==> config.mk <==
export PLATFORM = sky130hd
export DESIGN_NAME = elevator_car_controller_flat
export DESIGN_NICKNAME = d
export VERILOG_FILES = /design/src/rtl/elevator_car_controller_pkg.sv /design/src/rtl/elevator_car_controller_if.sv /design/src/rtl/elevator_car_controller_cycle_timer.sv /design/src/rtl/elevator_car_controller.sv /design/src/flat_wrapper.sv
export SDC_FILE = /design/constraint.sdc
export NUM_CORES = 1
export LEC_CHECK = 0
export ABC_AREA = 0
export CORE_AREA = 2 2 39 41
export DETAILED_ROUTE_END_ITERATION = 8
export DIE_AREA = 0 0 41 43
export MAX_ROUTING_LAYER = met4
export PLACE_DENSITY = 0.74
export RECOVER_POWER = 50
export SETUP_SLACK_MARGIN = 0.1
export SLEW_MARGIN = 10
export SYNTH_ARGS = -nofsm -noshare
export SYNTH_HDL_FRONTEND = slang
export SYNTH_SLANG_ARGS = --single-unit
==> constraint.sdc <==
create_clock -name clk -period 3.68 [get_ports clk]
set_input_delay 1.104 -clock clk [delete_from_list [all_inputs] [get_ports clk]]
set_output_delay 1.104 -clock clk [all_outputs]
set_load 0.005 [all_outputs]
==> src/rtl/elevator_car_controller_pkg.sv <==
// Shared types and constants for the elevator car and its call-memory manager.
// Holds the FSM state encoding, floor width and the direction legality rule.
package elevator_pkg;

    localparam int FLOOR_W = 2;

    localparam logic DIR_UP   = 1'b1;
    localparam logic DIR_DOWN = 1'b0;

    typedef enum logic [2:0] {
        ST_IDLE       = 3'd0,
        ST_MOVE       = 3'd1,
        ST_DECIDE     = 3'd2,
        ST_DOOR_OPEN  = 3'd3,
        ST_DOOR_CLOSE = 3'd4
    } car_state_e;

    // A move is legal only if it keeps the car inside 0..top.
    function automatic logic move_legal(input logic [FLOOR_W-1:0] floor,
                                        input logic               up,
                                        input logic [FLOOR_W-1:0] top);
        if (up == DIR_UP) begin
            return (floor < top);
        end
        return (floor != '0);
    endfunction

endpackage

==> src/rtl/elevator_car_controller_if.sv <==
// Request/status bundle between the call memory manager (master) and the car (slave).
interface elevator_car_controller_if;
    import elevator_pkg::*;

    logic               oc_request;
    logic               ud_request;
    logic               move_req;
    logic [FLOOR_W-1:0] current_floor;
    logic               dir_up;
    logic               arrive_pulse;
    logic               door_open;
    logic               motor_up;
    logic               motor_down;
    logic               busy;

    modport master (
        output oc_request,
        output ud_request,
        output move_req,
        input  current_floor,
        input  dir_up,
        input  arrive_pulse,
        input  door_open,
        input  motor_up,
        input  motor_down,
        input  busy
    );

    modport slave (
        input  oc_request,
        input  ud_request,
        input  move_req,
        output current_floor,
        output dir_up,
        output arrive_pulse,
        output door_open,
        output motor_up,
        output motor_down,
        output busy
    );

endinterface

==> src/rtl/elevator_car_controller_cycle_timer.sv <==
// Loadable down-counter shared by travel and door phases; saturates at zero.
module cycle_timer #(
    parameter int W = 4
) (
    input  logic         clk,
    input  logic         rst_n,
    input  logic         load_i,
    input  logic [W-1:0] value_i,
    input  logic         en_i,
    output logic         done_o
);

    logic [W-1:0] count_q;
    logic [W-1:0] count_d;

    always_comb begin
        count_d = count_q;
        if (load_i) begin
            count_d = value_i;
        end else if (en_i && (count_q != '0)) begin
            count_d = count_q - 1'b1;
        end
    end

    always_ff @(posedge clk or negedge rst_n) begin
        if (!rst_n) begin
            count_q <= '0;
        end else begin
            count_q <= count_d;
        end
    end

    assign done_o = (count_q == '0);

endmodule

==> src/rtl/elevator_car_controller.sv <==
// Car motion/door sequencer: times travel and door dwell, strobes each arrival,
// then follows the manager's stop/continue decision sampled in DECIDE.
module elevator_car_controller
    import elevator_pkg::*;
#(
    parameter int TRAVEL_CYCLES = 16,
    parameter int DOOR_CYCLES   = 8,
    parameter int TOP_FLOOR     = 3
) (
    input  logic                      clk,
    input  logic                      rst_n,
    elevator_car_controller_if.slave  car
);

    localparam int TMR_MAX = (TRAVEL_CYCLES > DOOR_CYCLES) ? TRAVEL_CYCLES : DOOR_CYCLES;
    localparam int TMR_W   = $clog2(TMR_MAX);

    localparam logic [TMR_W-1:0]   TRAVEL_LOAD = TMR_W'(TRAVEL_CYCLES - 1);
    localparam logic [TMR_W-1:0]   DOOR_LOAD   = TMR_W'(DOOR_CYCLES - 1);
    localparam logic [FLOOR_W-1:0] TOP         = FLOOR_W'(TOP_FLOOR);

    car_state_e         state_q, state_d;
    logic [FLOOR_W-1:0] floor_q, floor_d;
    logic               dir_q,   dir_d;

    logic               tmr_load;
    logic [TMR_W-1:0]   tmr_value;
    logic               tmr_en;
    logic               tmr_done;
    logic               legal;

    cycle_timer #(
        .W (TMR_W)
    ) u_timer (
        .clk     (clk),
        .rst_n   (rst_n),
        .load_i  (tmr_load),
        .value_i (tmr_value),
        .en_i    (tmr_en),
        .done_o  (tmr_done)
    );

    assign legal  = move_legal(floor_q, car.ud_request, TOP);
    assign tmr_en = (state_q == ST_MOVE) || (state_q == ST_DOOR_OPEN) ||
                    (state_q == ST_DOOR_CLOSE);

    always_comb begin
        state_d   = state_q;
        floor_d   = floor_q;
        dir_d     = dir_q;
        tmr_load  = 1'b0;
        tmr_value = DOOR_LOAD;

        unique case (state_q)
            // IDLE and DECIDE share one decision; a stop request beats a move.
            ST_IDLE, ST_DECIDE: begin
                if (car.oc_request) begin
                    state_d   = ST_DOOR_OPEN;
                    tmr_load  = 1'b1;
                    tmr_value = DOOR_LOAD;
                end else if (car.move_req && legal) begin
                    state_d   = ST_MOVE;
                    dir_d     = car.ud_request;
                    tmr_load  = 1'b1;
                    tmr_value = TRAVEL_LOAD;
                end else begin
                    state_d   = ST_IDLE;
                end
            end

            ST_MOVE: begin
                if (tmr_done) begin
                    floor_d = (dir_q == DIR_UP) ? floor_q + 1'b1 : floor_q - 1'b1;
                    state_d = ST_DECIDE;
                end
            end

            ST_DOOR_OPEN: begin
                if (tmr_done) begin
                    state_d   = ST_DOOR_CLOSE;
                    tmr_load  = 1'b1;
                    tmr_value = DOOR_LOAD;
                end
            end

            ST_DOOR_CLOSE: begin
                if (car.oc_request) begin
                    state_d   = ST_DOOR_OPEN;
                    tmr_load  = 1'b1;
                    tmr_value = DOOR_LOAD;
                end else if (tmr_done) begin
                    state_d   = ST_IDLE;
                end
            end

            default: begin
                state_d = ST_IDLE;
            end
        endcase
    end

    always_ff @(posedge clk or negedge rst_n) begin
        if (!rst_n) begin
            state_q <= ST_IDLE;
            floor_q <= '0;
            dir_q   <= DIR_UP;
        end else begin
            state_q <= state_d;
            floor_q <= floor_d;
            dir_q   <= dir_d;
        end
    end

    assign car.current_floor = floor_q;
    assign car.dir_up        = dir_q;
    assign car.arrive_pulse  = (state_q == ST_DECIDE);
    assign car.door_open     = (state_q == ST_DOOR_OPEN);
    assign car.motor_up      = (state_q == ST_MOVE) && (dir_q == DIR_UP);
    assign car.motor_down    = (state_q == ST_MOVE) && (dir_q == DIR_DOWN);
    assign car.busy          = (state_q != ST_IDLE);

endmodule
==> src/flat_wrapper.sv <==
// flat-port wrapper written by rule: the top's interface ports become plain ports
module elevator_car_controller_flat import elevator_pkg::*;
#(
    parameter int TRAVEL_CYCLES = 16,
    parameter int DOOR_CYCLES   = 8,
    parameter int TOP_FLOOR     = 3
)
  (clk, rst_n, car_oc_request, car_ud_request, car_move_req, car_current_floor, car_dir_up, car_arrive_pulse, car_door_open, car_motor_up, car_motor_down, car_busy);
  elevator_car_controller_if car_i ();
  input  logic clk;
  input  logic rst_n;
  input wire logic [$bits(car_i.oc_request)-1:0] car_oc_request;
  input wire logic [$bits(car_i.ud_request)-1:0] car_ud_request;
  input wire logic [$bits(car_i.move_req)-1:0] car_move_req;
  output wire logic [$bits(car_i.current_floor)-1:0] car_current_floor;
  output wire logic [$bits(car_i.dir_up)-1:0] car_dir_up;
  output wire logic [$bits(car_i.arrive_pulse)-1:0] car_arrive_pulse;
  output wire logic [$bits(car_i.door_open)-1:0] car_door_open;
  output wire logic [$bits(car_i.motor_up)-1:0] car_motor_up;
  output wire logic [$bits(car_i.motor_down)-1:0] car_motor_down;
  output wire logic [$bits(car_i.busy)-1:0] car_busy;
  assign car_i.oc_request = car_oc_request;
  assign car_i.ud_request = car_ud_request;
  assign car_i.move_req = car_move_req;
  assign car_current_floor = car_i.current_floor;
  assign car_dir_up = car_i.dir_up;
  assign car_arrive_pulse = car_i.arrive_pulse;
  assign car_door_open = car_i.door_open;
  assign car_motor_up = car_i.motor_up;
  assign car_motor_down = car_i.motor_down;
  assign car_busy = car_i.busy;
  elevator_car_controller #(.TRAVEL_CYCLES(TRAVEL_CYCLES), .DOOR_CYCLES(DOOR_CYCLES), .TOP_FLOOR(TOP_FLOOR)) u_core (.clk(clk), .rst_n(rst_n), .car(car_i));
endmodule
==> impl_metrics.env <==
export IMPL_status="completed"
export IMPL_num_vias=515
export IMPL_endpoint_kind="output pin"
export IMPL_final_period_utilization=0.792
export IMPL_ir_drop_mv=0.384
export IMPL_power_leakage_nw=0.329
export IMPL_seq_power_share=0.366
export IMPL_switchingPower_uw=237
export IMPL_cts_clk_slew_worst_paths_ns=0.07
export IMPL_grt_overflow=0
export IMPL_antenna_left=0
export IMPL_area_growth_pct=24.0
export IMPL_cts_sinks=10
export IMPL_synth_avg_cell_area_um2=9.38
export IMPL_postSynth_asyncResetShare=1.00
export IMPL_hold_viol=0
export IMPL_worst_pin_slew_ns=0.486
export IMPL_maxCapViolCount=0
export IMPL_synth_edff_count=0
export IMPL_ff2ff_setup_slack_ns=1.86
export IMPL_htreeDepth=1
export IMPL_final_layout_size_suffix_gt1_frac=0.128
export IMPL_critPathLaunchType="flop"
export IMPL_antenna_found_initial=0
export IMPL_cts_resized=0
export IMPL_vias_per_cell=5.48
export IMPL_io_pins=13
export IMPL_cts_setup_buffers=0
export IMPL_routed_wirelength_um=1240
export IMPL_drc=0
export IMPL_core_area_um2=1380
export IMPL_gp_congestion=0.750
export IMPL_hpwl_um=924
export IMPL_io_buffers=12
export IMPL_tns_ns=0
export IMPL_fmax_mhz=343
export IMPL_pwr_density_cell_nw_per_um2=838
export IMPL_synthesis_nets=72
export IMPL_startpoint="u_core.state_q[0]"
export IMPL_start_util=0.448
export IMPL_rsz0062_at_grt="false"
export IMPL_cp_max_fo=12
export IMPL_switching_share=0.368
export IMPL_synth_top_flop_cell="dfrtp_1"
export IMPL_holdBufCountCts=0
export IMPL_ys_ff_latch=10
export IMPL_layout_commonest_cell="clkdlybuf4s50_1"
export IMPL_arrival_ns=1.81
export IMPL_mappedNetlistArea_um2=619
export IMPL_dp_cells=90
export IMPL_num_rows=14
export IMPL_n_antenna_cell=0
export IMPL_path_cells="nor2b_1 > and3_1 > clkdlybuf4s50_1"
export IMPL_hold_class="reg2reg"
export IMPL_final_cell_mix="10 x clkdlybuf4s50_1, 9 x dfrtp_1, 5 x nand2_1"
export IMPL_cp_required_ns=2.58
export IMPL_grt_max_degree=13
export IMPL_ys_warn_count=0
export IMPL_cts_tree="done"
export IMPL_syn_instance_count=66
export IMPL_cts_buffers=3
export IMPL_critical_path_max_stage_delay_ns=0.55
export IMPL_setup_viol=0
export IMPL_synth_distinct_cells=33
export IMPL_root_buffer="clkbuf_4"
export IMPL_worst_path_max_delay_cell="dfrtp_1"
export IMPL_internal_power_uw=407
export IMPL_ys_seq_area_frac=0.406
export IMPL_die_w_um=41
export IMPL_stdcell_count=94
export IMPL_combPwrFrac=0.481
export IMPL_drt_iter0_drc=1
export IMPL_final_nets=85
export IMPL_routedWlPerCell_um=13.2
export IMPL_drtPass1Iterations=4
export IMPL_critPathKind="reg2out"
export IMPL_grt_pass1_vias=509
export IMPL_worst_slack_ns=0.767
export IMPL_place_ws_ns=1.01
export IMPL_hold_start="u_core.car.current_floor[1]"
export IMPL_clock_skew_ns=0.00489
export IMPL_p_clk_frac=0.153
export IMPL_die_area_um2=1760
export IMPL_clkLatencyLatePin_ns=0.26
export IMPL_slew_viol_final=0
export IMPL_ctsLongestPathBuffers=2
export IMPL_worstReg2RegStart="u_core.u_timer.count_q[0]"
export IMPL_min_period_ns=2.91
export IMPL_die_h_um=43
export IMPL_grt_pass1_wl_um=2160
export IMPL_grt_use_total=0.181
export IMPL_max_slew_margin=0.675
registers in the layout, summed over array words and instances, names as in the netlist:
name,flops
u_core.u_timer.count_q,4
u_core.car.dir_up,1
u_core.car.current_floor,2
u_core.state_q,3
stage by stage:
step / hold WS [ns] / power, mW / utilization / area, µm²
6_report: 0.512 / 0.643 / 0.555 / 768
5_1_grt: 0.535 / 0.708 / 0.555 / 768
2_1_floorplan: 0.497 / 0.431 / - / 619
3_3_place_gp: 0.510 / 0.544 / 0.533 / 738
3_5_place_dp: 0.499 / 0.552 / 0.533 / 738
4_1_cts: 0.514 / 0.655 / 0.560 / 774
final timing paths:
check,end,cells after the start
max in group asynchronous,u_core.car.dir_up,1
setup reg to reg,u_core.u_timer.count_q[3],6
setup / recovery,car_motor_up,3
min in group asynchronous,u_core.car.current_floor[1],1
hold / removal,u_core.car.current_floor[1],1
hold reg to reg,u_core.car.current_floor[1],1
synthesized netlist by cell type (2+ instances only):
| cell type | count | area, µm² |
|---|---|---|
| or3_1 | 2 | 12.5 |
| dfrtp_1 | 9 | 225 |
| nand2b_1 | 2 | 12.5 |
| o211ai_1 | 2 | 15.0 |
| nand2_1 | 5 | 18.8 |
| a31oi_1 | 2 | 12.5 |
| inv_1 | 4 | 15.0 |
| nor2_1 | 4 | 15.0 |
| nor3_1 | 4 | 20.0 |
| o21ai_0 | 3 | 15.0 |
| xor2_1 | 3 | 26.3 |
| o22ai_1 | 2 | 12.5 |
| nor2b_1 | 2 | 12.5 |
| nand3_1 | 2 | 10.0 |
| buf_2 | 2 | 10.0 |
power groups by stage:
stage          logic (mW)  registers, mW  clock network (mW)
2_1_floorplan       0.226          0.205                   0
3_3_place_gp        0.308          0.236                   0
3_5_place_dp        0.314          0.238                   0
4_1_cts             0.317          0.236               0.102
5_1_grt             0.353          0.247               0.109
6_report            0.309          0.236              0.0985
routing by layer:
metal  track usage  wire [µm]  vias up
li1              -          -      257
met1         0.257        553      246
met2         0.266        616       12
met3        0.0314         69        0
met4        0.0400          0        0
met5             -          0        -
final cells by class:
| class | instances | area, µm² |
|---|---|---|
| Multi-Input combinational cell | 48 | 325 |
| Timing Repair Buffer | 12 | 120 |
| Tap cell | 16 | 20.0 |
| Sequential cell | 10 | 251 |
| Inverter | 4 | 15.0 |
| Fill cell | 127 | 616 |
| Clock buffer | 4 | 36.3 |
critical path, delay by kind of cell (launching register included):
kind / cells / cell delay [ns]
buf+inv: 1 / 0.49
simple gates: 2 / 0.51
flops: 1 / 0.55
kinds of logic after synthesis:
kind of cell | Yosys count | synth area share
AND/OR/NAND/NOR | 27 | 0.259
AO/OA/AOI/OAI | 14 | 0.158
flip-flops | 10 | 0.406
buffers and inverters | 8 | 0.0586
XOR/XNOR | 4 | 0.0566
multiplexers | 2 | 0.0424
adder cells (fa/ha/maj) | 1 | 0.0202
Power figures use the tool's default switching activity.
